==> src/rtl/stream_pack.sv <==
// Packs a narrow valid/ready sample stream into Ratio-lane words, LSB lane first.
// Optional idle-timeout flush of partial words is enabled by defining STREAM_PACK_TIMEOUT_EN.
module stream_pack #(
    parameter int InBits        = 8,
    parameter int Ratio         = 4,
    parameter int TimeoutCycles = 64
) (
    input  logic                        clk,
    input  logic                        rst,
    input  logic                        in_valid,
    output logic                        in_ready,
    input  logic [InBits-1:0]           in_data,
    input  logic                        in_last,
    output logic                        out_valid,
    input  logic                        out_ready,
    output logic [InBits*Ratio-1:0]     out_data,
    output logic                        out_last,
    output logic [$clog2(Ratio):0]      out_count
);
    localparam int CntW = $clog2(Ratio);
    localparam int OcW  = CntW + 1;

    if (Ratio < 2) begin : g_bad_ratio
        $error("stream_pack: Ratio must be at least 2");
    end
    if (TimeoutCycles < 1) begin : g_bad_timeout
        $error("stream_pack: TimeoutCycles must be at least 1");
    end

    logic [Ratio-1:0][InBits-1:0] lane_reg;
    logic [Ratio-1:0][InBits-1:0] word_next;
    logic [CntW-1:0]              cnt_reg;
    logic [InBits*Ratio-1:0]      out_data_reg;
    logic                         out_last_reg;
    logic [OcW-1:0]               out_count_reg;
    logic                         out_valid_reg;

    logic out_free;
    logic accept;
    logic completing;
    logic flush_pending;
    logic flush_fire;
    logic transfer;

    assign out_free   = ~out_valid_reg | out_ready;
    assign in_ready   = out_free & ~flush_pending;
    assign accept     = in_valid & in_ready;
    assign completing = accept & (in_last | (cnt_reg == CntW'(Ratio - 1)));
    assign transfer   = completing | flush_fire;

`ifdef STREAM_PACK_TIMEOUT_EN
    localparam int IdleW = $clog2(TimeoutCycles + 1);
    logic [IdleW-1:0] idle_reg;

    // Saturates at TimeoutCycles; a pending flush blocks input so no beat can race it.
    assign flush_pending = (idle_reg == IdleW'(TimeoutCycles));
    assign flush_fire    = flush_pending & out_free;

    always_ff @(posedge clk) begin
        if (rst || accept || flush_fire || (cnt_reg == '0)) begin
            idle_reg <= '0;
        end else if (!flush_pending) begin
            idle_reg <= idle_reg + IdleW'(1);
        end
    end
`else
    assign flush_pending = 1'b0;
    assign flush_fire    = 1'b0;
`endif

    // The word handed to the output register includes the beat being accepted this cycle.
    for (genvar gi = 0; gi < Ratio; gi++) begin : g_lane
        logic lane_hit;
        assign lane_hit      = accept && (cnt_reg == CntW'(gi));
        assign word_next[gi] = lane_hit ? in_data : lane_reg[gi];

        always_ff @(posedge clk) begin
            if (rst || transfer) begin
                lane_reg[gi] <= '0;
            end else if (lane_hit) begin
                lane_reg[gi] <= in_data;
            end
        end
    end

    always_ff @(posedge clk) begin
        if (rst || transfer) begin
            cnt_reg <= '0;
        end else if (accept) begin
            cnt_reg <= cnt_reg + CntW'(1);
        end
    end

    always_ff @(posedge clk) begin
        if (rst) begin
            out_valid_reg <= 1'b0;
            out_data_reg  <= '0;
            out_last_reg  <= 1'b0;
            out_count_reg <= '0;
        end else if (transfer) begin
            out_valid_reg <= 1'b1;
            out_data_reg  <= word_next;
            out_last_reg  <= completing & in_last;
            out_count_reg <= completing ? OcW'(cnt_reg) + OcW'(1) : OcW'(cnt_reg);
        end else if (out_ready) begin
            out_valid_reg <= 1'b0;
        end
    end

    assign out_valid = out_valid_reg;
    assign out_data  = out_data_reg;
    assign out_last  = out_last_reg;
    assign out_count = out_count_reg;
endmodule
==> config.mk <==
export PLATFORM = sky130hd
export DESIGN_NAME = stream_pack
export DESIGN_NICKNAME = d
export VERILOG_FILES = /design/src/rtl/stream_pack.sv
export SDC_FILE = /design/constraint.sdc
export NUM_CORES = 1
export LEC_CHECK = 0
export ABC_AREA = 1
export CAP_MARGIN = 5
export CORE_UTILIZATION = 51
export DETAILED_ROUTE_END_ITERATION = 7
export PLACE_DENSITY_LB_ADDON = 0.12
export SETUP_SLACK_MARGIN = 0.3
export SYNTH_ARGS = -nofsm -noshare
export SYNTH_HDL_FRONTEND = slang
export SYNTH_SLANG_ARGS = --single-unit
==> constraint.sdc <==
create_clock -name clk -period 3.7 [get_ports clk]
set_input_delay 0.74 -clock clk [delete_from_list [all_inputs] [get_ports clk]]
set_output_delay 0.74 -clock clk [all_outputs]
set_load 0.01 [all_outputs]
==> results of run 1 <==
-- routing by layer --
metal / GRT usage [%] / up-vias / share of wire [%]
met4: 12.3 / 0 / 1.5
li1: - / 1243 / -
met2: 35.1 / 66 / 47
met3: 3.83 / 10 / 6.6
met1: 28.9 / 1090 / 45
met5: 0 / - / 0
-- report_power, final --
part | internal, uW | total (uW) | switching (uW)
Combinational | 48.3 | 133 | 84.7
Clock | 278 | 550 | 272
Sequential | 781 | 789 | 7.71
Total | 1110 | 1470 | 364
-- how the worst max path moves through the flow --
stage                    from       end  depth (start not counted)
floorplan           out_ready  in_ready                          4
global placement    out_ready  in_ready                          4
detailed placement  out_ready  in_ready                          4
CTS                 out_ready  in_ready                          4
global route        out_ready  in_ready                          4
finish              out_ready  in_ready                          4
-- final cells by class --
type,instances,area share (%)
Clock buffer,13,4.61
Clock inverter,3,0.509
Inverter,8,0.945
Multi-Input combinational cell,256,35.1
Sequential cell,71,41.3
Tap cell,70,2.54
Timing Repair Buffer,52,15.0
-- metrics by stage --
stage	total power, uW	hold WS (ns)
after floorplan	893	0.448
after global placement	937	0.431
after detailed placement	939	0.437
after CTS	1490	0.454
after global routing	1530	0.468
final	1470	0.449
-- Yosys cell counts (all sizes together) --
master | instances | area (um^2)
dfxtp | 71 | 1420
inv | 8 | 32.5
nand2 | 177 | 707
nor2 | 1 | 20.0
ha | 4 | 50.1
a21oi | 37 | 185
clkbuf | 1 | 3.75
nand4 | 32 | 200
nand3 | 5 | 47.6
buf | 20 | 148
-- logic make-up (layout without fill, tap and decap cells) --
logic type / after synthesis / after routing / share of synthesized area (%)
adders and majority gates: 4 / 4 / 1.78
DFF: 71 / 71 / 50.5
AOI/OAI and AO/OA: 37 / 37 / 6.58
and+or+nand+nor: 215 / 215 / 34.6
buffers and inverters: 29 / 76 / 6.53
-- critical path: cells and delay by family --
| kind | cells | cell delay [ns] |
|---|---|---|
| buf+inv | 3 | 1.04 |
| simple gates | 1 | 0.09 |
==> results.md, run 1 <==
Placed design:
- Once detailed placement completed, the half-perimeter wirelength came to 3.71 mm.
- The post-place setup slack is 1.07 ns.
- Including well taps, the total number of placed cells is 457.
- At the end of routability-driven placement, the weighted congestion stood at 0.750.
- The number of buffers inserted by port buffering is 50.
- Once placement finished, the instance area stood at 0.00327 mm^2.

Global routing:
- After global routing the overflow that remains totals 0.
- The via count of the first global-routing pass is 2170.
- The global-route wire length before repair is 10.1 mm.
- The overall fraction of global-route tracks in use is 22.3%.
- The initial antenna violation count is 0.
- Entering global routing, the biggest net connects 39 pins.

Worst setup path:
- Counting cells, the worst reg-to-reg path comes to 8.
- The worst setup path is of the input pin to output pin kind.
- At the worst endpoint, the required time is 2.96 ns.
- On the worst path, the slowest cell contributes a delay of ~0.55 ns.
- The worst reg-to-reg setup slack is 1.74 ns.
- Of all nets on the critical path, the largest fanout is 3.
- The critical path launch point type is an input pin.
- The startpoint identified for the worst register-to-register timing path is cnt_reg[1]$_SDFFE_PP0P_.
- Traced cell by cell, the critical path runs through clkdlybuf4s50_1 > inv_1 > nand2_2 > clkdlybuf4s50_1.
- In this run the critical register-to-register path is captured at out_data[8]$_SDFFE_PP0P_.
- Among all stages on the critical path, the largest delay is contributed by sky130_fd_sc_hd__clkdlybuf4s50_1.
- The cell repeated most along the worst path is sky130_fd_sc_hd__clkdlybuf4s50_1.
- The arrival time of the worst setup path is 1.88 ns.
- STA classifies the critical path endpoint as an output pin.

Worst hold path:
- The worst hold path startpoint is out_count[0]$_SDFFE_PP0P_.
- The path with the worst hold slack has its endpoint at out_count[0]$_SDFFE_PP0P_.
- Along the worst hold path, the cell count comes to 2.
- In this run the worst hold path is classified as flop to flop.

Clocking:
- The number of hold-repair buffers added at the cts stage is 0.
- The root cell of the clock tree is sky130_fd_sc_hd__clkbuf_8.
- The number of clock buffers added by TritonCTS is 9.
- For the worst-skew pair, the clock arrives at the later sink with an insertion delay of 0.35 ns.
- In this run the post-CTS setup repair buffer count came out at 0.
- The count of cells resized by post-cts repair is 0.
- The clock passes through at most 2 buffers.
- The number of H-tree levels is 3.
- The clock-pin slew on the worst setup and hold paths is 0.07 ns.
- Counting every sink on the clock net gives 71.
- The clock tree from TritonCTS is built.

Final layout:
- With fillers left out, the area of the finished cells amounts to ~0.0034 mm^2.
- The number of antenna diodes in the final layout is 0.
- The area added between synthesis and finish is 22.3%.
- The total area of multi-input combinational cells is 0.00121 mm^2.
- For this run, the post-layout net count is just over 400.
- The top cell types in the final layout, fill and taps aside, are 164 x sky130_fd_sc_hd__nand2_1, 71 x sky130_fd_sc_hd__dfxtp_1, 50 x sky130_fd_sc_hd__clkdlybuf4s50_1.
- The fraction of final layout cells sized beyond drive strength 1 is ~8.9%.
- After filler insertion, the fill cell instance count of the layout stands at approximately 490.
- The total area of sequential cells is around 0.0014 mm^2.
- The most common cell after layout, fill and taps aside is sky130_fd_sc_hd__nand2_1.
- Cells fill 66.2% of the core in the end.
- The number of cells in the finished layout apart from fillers is 473.

STA:
- The worst path meets setup with 1.08 ns of slack.
- The hold violation total from the final report is 0.
- The total negative setup slack is 0 ns.
- The worst clock skew is ~0.0069 ns.
- Dividing the final minimum period by the clock period gives 70.9%.
- The relative max-transition margin is 69.0%.
- For the pin with the worst max-slew slack, the measured transition is 0.465 ns.
- The final critical delay including setup and external delays is 2.62 ns.
- Setup repair after global routing left no endpoint under its margin.
- The highest clock frequency the design can meet is about 0.38 GHz.
- Setup violations remaining at the end of the flow were counted as 0.
- The number of pins exceeding their max-slew limit in the final report is 0.

Run status:
- The run finished with clean final reports.

Run:
- Across the run, the number of max-cap violations was 0.

Yosys:
- For this run, the number of Yosys warnings is 0.
- The average footprint of a synthesized cell is 7.91 um^2.
- Counting distinct cell types in the post-synthesis netlist gives 18.
- The sequential area share after synthesis is roughly half.
- The mapped netlist covers approximately 0.0028 mm^2.
- The cell count after synthesis came out at 356.
- In this run, synthesis produced a sequential element count of 71.
- When the netlist entered floorplanning its net count stood at around 370.

Route:
- The number of vias per cell after detailed routing is 5.09.
- The remaining number of nets flagged by the antenna check after routing is 0.
- The first routing iteration left 155 violations.
- The first detailed-routing pass took 5 iterations.
- The total wire length is 6.03 mm.
- The number of design rule violations left after detail routing is 0.
- The detail-routed net length per standard cell is 12.8 um.
- Summing over every cut layer, the via total after detailed routing is 2409.

Pwr:
- For this design the ratio of total power to cell area is 427 mW/mm^2.
- The static leakage power is 0.00156 uW.
- The maximum ir drop on the vdd rail is 0.000303 V.

Floorplanning:
- For this design the top-level I/O count stands at 51.
- The row count is 26.
- The total area inside the core boundary comes to 0.00520 mm^2.
- From left edge to right edge, the die measures 76.3 um.
- The effective utilization at floorplan is between 50% and 60%.
- The die covers 0.00582 mm^2.
- The die span in y is 76.3 um.
(Power assumes the default switching activity.)
==> run 2, diff against run 1 <==
Settings changed: CORE_UTILIZATION 51 to 47.
Clock period 3.7 ns to 2.36 ns, I/O delays scaled along.
==> run 2 against run 1 <==
Compared with the run above:
- via count is 1.3% lower
- routed wire length is 0.33% lower
- clock-buffer cell count is 3 lower
- clock skew is 0.0015 ns lower
- largest cell class unchanged
- combinational power is 60% higher
- critical path depth stayed put
- highest routed layer unchanged
- final cell count is 0.85% higher
- power is 78% higher
==> results.md, run 2 (synthesized netlist as in run 1, its figures left out) <==
Floorplanning:
- In this run the vertical extent of the chip is between 70 and 80 um.
- The initialized floorplan defines 27 standard-cell rows.
- The effective utilization at floorplan is 49.9%.
- The die span in x is 79.4 um.
- The core region is 0.00564 mm^2.
- 51 I/O pins were placed.
- The die covers 0.00630 mm^2.

STA:
- The number of pins exceeding their max-slew limit in the final report is 0.
- The worst clock skew is 0.00536 ns.
- In the finished design, the share of the clock period the worst path needs comes to between 80 and 90%.
- Counting I/O delays and the setup requirement, the final critical path takes between 2 and 2.5 ns.
- The count of final setup violators is 0.
- The total negative setup slack is 0 ns.
- Setup repair after global routing left no endpoint under its margin.
- For the pin with the worst max-slew slack, the measured transition is between 0.4 and 0.5 ns.
- Derived from the worst setup path, the maximum achievable clock frequency is between 0.4 and 0.5 GHz.
- The hold violation total from the final report is 0.
- The worst pin sits at a relative slew slack of about 70%.

Pwr:
- The analysis attributes to cell leakage a power of 0.00161 uW.
- VDD sags by at most ~0.00041 V.
- The total power per unit cell area is 738 mW/mm^2.

Worst setup path:
- The worst register-to-register path has a setup slack of about 0.63 ns.
- The required time of the critical path is 1.89 ns.
- The endpoint class of the critical path is an output pin.
- The biggest fanout along the worst timing path is 2.
- In this design, the stage delay of the slowest critical-path cell is 0.53 ns.
- The largest individual stage delay along the critical path comes from the cell sky130_fd_sc_hd__clkdlybuf4s50_1.
- The number of buffers and inverters on the critical path is 3.
- Broken down by cell family, the worst path's largest delay share belongs to buffers and inverters.
- By instance count, the cell type seen most on the critical path is sky130_fd_sc_hd__clkdlybuf4s50_1.
- At the worst endpoint, the arrival time is 1.54 ns.
- The worst setup path is of the input pin to output pin kind.
- The signal on the critical path passes through clkdlybuf4s50_1 > inv_1 > nand2_2 > clkdlybuf4s50_1.
- The critical path launch point type is an input pin.

Clocking:
- CTS saw 71 sinks.
- The cell sitting at the root of the clock tree is a sky130_fd_sc_hd__clkbuf_8.
- The clock tree from TritonCTS is built.
- The number of buffers added for setup after CTS is 0.
- The clock reaches the later pin of the worst-skew pair after approximately 0.34 ns.
- The number of clock buffers inserted by TritonCTS is 9.
- CTS built an H-tree with a depth of 3.
- Post-CTS repair changed the size of 0 cells.
- After clock tree synthesis, the clock-pin slew on the worst setup and hold paths is approximately 0.07 ns.
- The number of hold-repair buffers added at the cts stage is 0.
- The maximum clock path buffer count is 2.

Global routing:
- The overall fraction of global-route tracks in use is 21.1%.
- The total congestion overflow is 0.
- The via count of the first global-routing pass was 2255.
- The global-route wire length before repair is 10.2 mm.
- Entering global routing, the biggest net connects 38 pins.
- The initial antenna violation count is 0.

Final layout:
- In the layout the commonest cells are 164 x sky130_fd_sc_hd__nand2_1, 71 x sky130_fd_sc_hd__dfxtp_1, 50 x sky130_fd_sc_hd__clkdlybuf4s50_1.
- The count of inserted antenna diode cells is 0.
- Cells with a size suffix above 1 make up around a tenth of the layout.
- Across the whole layout, storage elements account for 0.00142 mm^2.
- The net count of the finished layout is 417.
- The fill cell instance count of the final layout is 495.
- Relative to the synthesized area, the layout overhead comes to 26.3%.
- In the final layout, the multi-input gates occupy 0.00121 mm^2.
- The most common cell after layout, fill and taps aside is sky130_fd_sc_hd__nand2_1.
- The utilization after layout is between 60% and 70%.

Route:
- The total iterations of the first detailed-routing run is 4.
- The vias after detailed routing is approximately 2.4k.
- For this block, the routed nets add up to 6.01 mm of wire.
- The starting DRC count in detailed routing is 146.
- After detailed routing, the number of remaining DRC violations is 0.
- The remaining number of nets flagged by the antenna check after routing is 0.
- After detailed routing, the number of vias per cell comes to 4.99.
- The detail-routed net length per standard cell is around 13 um.

Run status:
- The run finished with clean final reports.

Placed design:
- Routability-driven placement finished with a final weighted congestion of 0.766.
- The count of buffers added on input and output ports is 50.
- The HPWL after detailed placement is 3.87 mm.

Worst hold path:
- The type of the most critical hold path is flop to flop.

Run:
- Across the run, the number of max-cap violations was 0.
run 2: power by group:
part	switching (uW)	leakage, uW	internal [uW]
logic	130	0.000911	83.1
clock network	446	0.000122	727
registers	12.0	0.000574	1220
run 2: per-layer routing:
| layer | GRT usage (%) | wire, um | vias up |
|---|---|---|---|
| li1 | - | - | 1250 |
| met1 | 28.1 | 2890 | 1069 |
| met2 | 32.7 | 2760 | 53 |
| met3 | 4.91 | 290 | 6 |
| met4 | 8.73 | 70 | 0 |
| met5 | 0 | 0 | - |
run 2: layout make-up:
class,count,share of cell area [%]
flip-flops and latches,71,40.0
multi-input cells,256,34.0
repair buffers,54,15.6
clock buffers,10,3.87
clock inverters,6,3.03
well taps,72,2.53
inverters,8,0.915
run 2: per-stage QoR:
step | cell area [um^2] | worst slack (ns) | power, uW | hold slack (ns) | instances
finish | 3550 | 0.344 | 2620 | 0.450 | 477
CTS | 3550 | 0.336 | 2650 | 0.454 | 477
global placement | 3310 | 0.287 | 1470 | 0.436 | 461
global route | 3550 | 0.301 | 2730 | 0.470 | 477
floorplan | 2820 | 0.961 | 1400 | 0.448 | 356
detailed placement | 3310 | 0.221 | 1480 | 0.438 | 461
run 2: worst register-to-register path: cells and delay by family, from the launching register on:
| kind | cells | cell delay [ns] |
|---|---|---|
| and+or+nand+nor | 5 | 0.79 |
| DFF | 1 | 0.39 |
| buffers and inverters | 1 | 0.08 |
| adders and majority gates | 1 | 0.41 |
run 2: worst paths after layout:
kind | start | end | depth (start not counted)
max | out_ready | in_ready | 4
min reg2reg | out_data[8]$_SDFFE_PP0P_ | out_data[8]$_SDFFE_PP0P_ | 2
min | out_data[8]$_SDFFE_PP0P_ | out_data[8]$_SDFFE_PP0P_ | 2
max reg2reg | cnt_reg[0]$_SDFFE_PP0P_ | out_count[1]$_SDFFE_PP0P_ | 7
==> run 3, diff against run 2 <==
Settings changed: CTS_BUF_LIST set to sky130_fd_sc_hd__clkbuf_16, CTS_CLUSTER_SIZE set to 40.
==> run 3 against run 2 <==
Compared with the run above:
- clock-buffer cell count shrank 1
- critical path depth is the same
- clock power grew 29%
- die area is the same
- maximum frequency is essentially flat
- final cell count is the same
- worst setup slack is essentially flat
- sequential power is essentially flat
- flip-flop and latch count is the same
- non-clock buffer count is the same
- utilization grew 1.6 points
- critical endpoint unchanged
==> results.md, run 3 (synthesized netlist as in run 1, its figures left out) <==
Worst setup path:
- In this run the worst path has a maximum fanout of 2.
- The critical path launch point type is an input pin.
- Tracing the worst setup path back leads to its startpoint at out_ready.
- The required time of the critical path is 1.89 ns.
- The arrival time of the worst setup path is 1.54 ns.
- The worst flop-to-flop path startpoint is cnt_reg[1]$_SDFFE_PP0P_.
- STA classifies the critical path endpoint as an output pin.
- The class of the most critical setup path is input pin to output pin.

Run:
- The tool flagged a number of max-cap violations equal to 0.

Clocking:
- The number of buffers added for setup after CTS is 0.
- The clock tree from TritonCTS is built.
- The clock drives about 70 sinks.
- After clock tree synthesis, the flow added hold-fix buffers numbering 0.
- The count of cells resized by post-cts repair is 0.
- After clock tree synthesis, the clock-pin slew on the worst setup and hold paths is 0.05 ns.
- The root cell of the clock tree is sky130_fd_sc_hd__clkbuf_16.
- The clock latency of the later-clocked register in the worst-skew pair is 0.32 ns.
- The number of H-tree levels is 3.
- The maximum clock path buffer count is 2.
- The number of clock buffers inserted by TritonCTS is 9.

STA:
- The worst path setup slack after routing is 0.344 ns.
- The hold violation total from the final report came to 0.
- After routing, the total negative slack on setup checks comes to 0 ns.
- The worst path in the final design needs a cycle of 2.02 ns, including I/O delays and setup.
- The actual transition at the worst max-transition pin is 0.467 ns.
- The count of final setup violators is 0.
- The number of pins exceeding their max-slew limit in the final report was 0.
- The final critical path takes up 85.4% of the cycle.
- Between clock sinks in the finished design, the worst skew comes to 0.00449 ns.
- Setup repair after global routing left no endpoint under its margin.
- The relative max-transition margin is 68.9%.
- The highest clock frequency the design can meet is 0.496 GHz.

Final layout:
- Compared with the post-synthesis result, the final layout area differs by 29.5%.
- The number of antenna diodes in the final layout is 0.
- Leaving out fill and tap cells, the most frequent cell in the layout is sky130_fd_sc_hd__nand2_1.
- Cells fill 64.6% of the core in the end.
- The filler cells instantiated in the layout total 484.
- The library cells used most frequently in the layout, excluding fill and tap cells, are 164 x sky130_fd_sc_hd__nand2_1, 71 x sky130_fd_sc_hd__dfxtp_1, 50 x sky130_fd_sc_hd__clkdlybuf4s50_1.
- The fraction of final layout cells sized beyond drive strength 1 is between 9 and 10%.
- The net count of the finished layout is 417.

Pwr:
- In this run the static leakage power is 0.00165 uW.
- The worst-case IR drop observed on VDD is 0.000577 V.
- In this run the power density over the cells is 812 mW/mm^2.

Global routing:
- The via count of the first global-routing pass came to about 2.3k.
- The first global-routing pass estimated 10.4 mm of wire.
- The overall fraction of global-route tracks in use is 21.6%.
- The largest net degree at the start of global routing is 38.
- The initial antenna violation count is 0.
- The total congestion overflow is 0.

Floorplanning:
- The I/O pin count is 51.
- The die span in y is 79.4 um.
- The die span in x is approximately 79 um.
- The die area is 0.00630 mm^2.
- For this configuration, the core starts out at a cell density of between 40% and 50%.
- The row count is 27.
- The placeable core region is 0.00564 mm^2.

Route:
- The first routing iteration left around 160 violations.
- The final layout contains routed wiring with a total length of ~6.1 mm.
- The number of design rule violations left after detail routing is 0.
- Once detail routing completed, the nets flagged for antenna violations numbered 0.
- Using the TritonRoute via totals, the vias-per-cell ratio works out to between 4 and 5.
- Before antenna repair, the detailed router went through 4 iterations.
- The routed layout has between 2k and 2.5k vias.
- The detail-routed net length per standard cell is 12.8 um.

Placed design:
- Routability-driven placement finished with a final weighted congestion of 0.766.
- In this run the tool buffered the top-level ports with 50 buffer cells.
- Prior to clock tree synthesis, the placed netlist has a worst setup slack of 0.221 ns.
- The placed wire-length estimate after detailed placement is 3.87 mm.

Run status:
- The flow ran to the end, and the final reports show no timing, DRC or antenna violations.

Worst hold path:
- In this run the worst hold path is classified as flop to flop.
- The worst hold path begins at out_data[26]$_SDFFE_PP0P_.
run 3: report_power, final:
part / switching (uW) / internal [uW]
logic: 132 / 83.1
clock network: 484 / 1020
registers: 12.2 / 1230
total: 628 / 2330
run 3: path summary, 6_finish.rpt:
path	end	slack [ns]	cells after the start
max	in_ready	0.34	4
min	out_data[26]$_SDFFE_PP0P_	0.45	2
max reg2reg	out_count[1]$_SDFFE_PP0P_	0.59	7
min reg2reg	out_data[26]$_SDFFE_PP0P_	0.45	2
run 3: routing by layer:
metal,wire length (um),GRT usage (%),vias to the layer above
met2,2770,34.6,68
met4,116,10.9,0
met3,335,3.89,10
met1,2860,27.9,1052
li1,-,-,1251
met5,0,0,-
run 3: cell type report:
type	count	area, um^2	area share [%]
Timing Repair Buffer	54	556	15.2
Sequential cell	71	1420	39.0
Clock inverter	7	111	3.05
Inverter	8	32.5	0.892
Clock buffer	9	225	6.18
Multi-Input combinational cell	256	1210	33.2
Tap cell	72	90.1	2.47
run 3: metrics by stage:
stage                     cells  hold WS (ns)  power, uW  cell area, um^2
after floorplan             356         0.448       1400             2820
after global placement      461         0.436       1470             3310
after detailed placement    461         0.438       1480             3310
after CTS                   477         0.451       2990             3650
after global routing        477         0.467       3080             3650
final                       477         0.448       2960             3650
run 3: worst max-delay path: stages:
cell and delay, ns:
sky130_fd_sc_hd__clkdlybuf4s50_1 0.45, sky130_fd_sc_hd__inv_1 0.04, sky130_fd_sc_hd__nand2_2 0.05, sky130_fd_sc_hd__clkdlybuf4s50_1 0.53
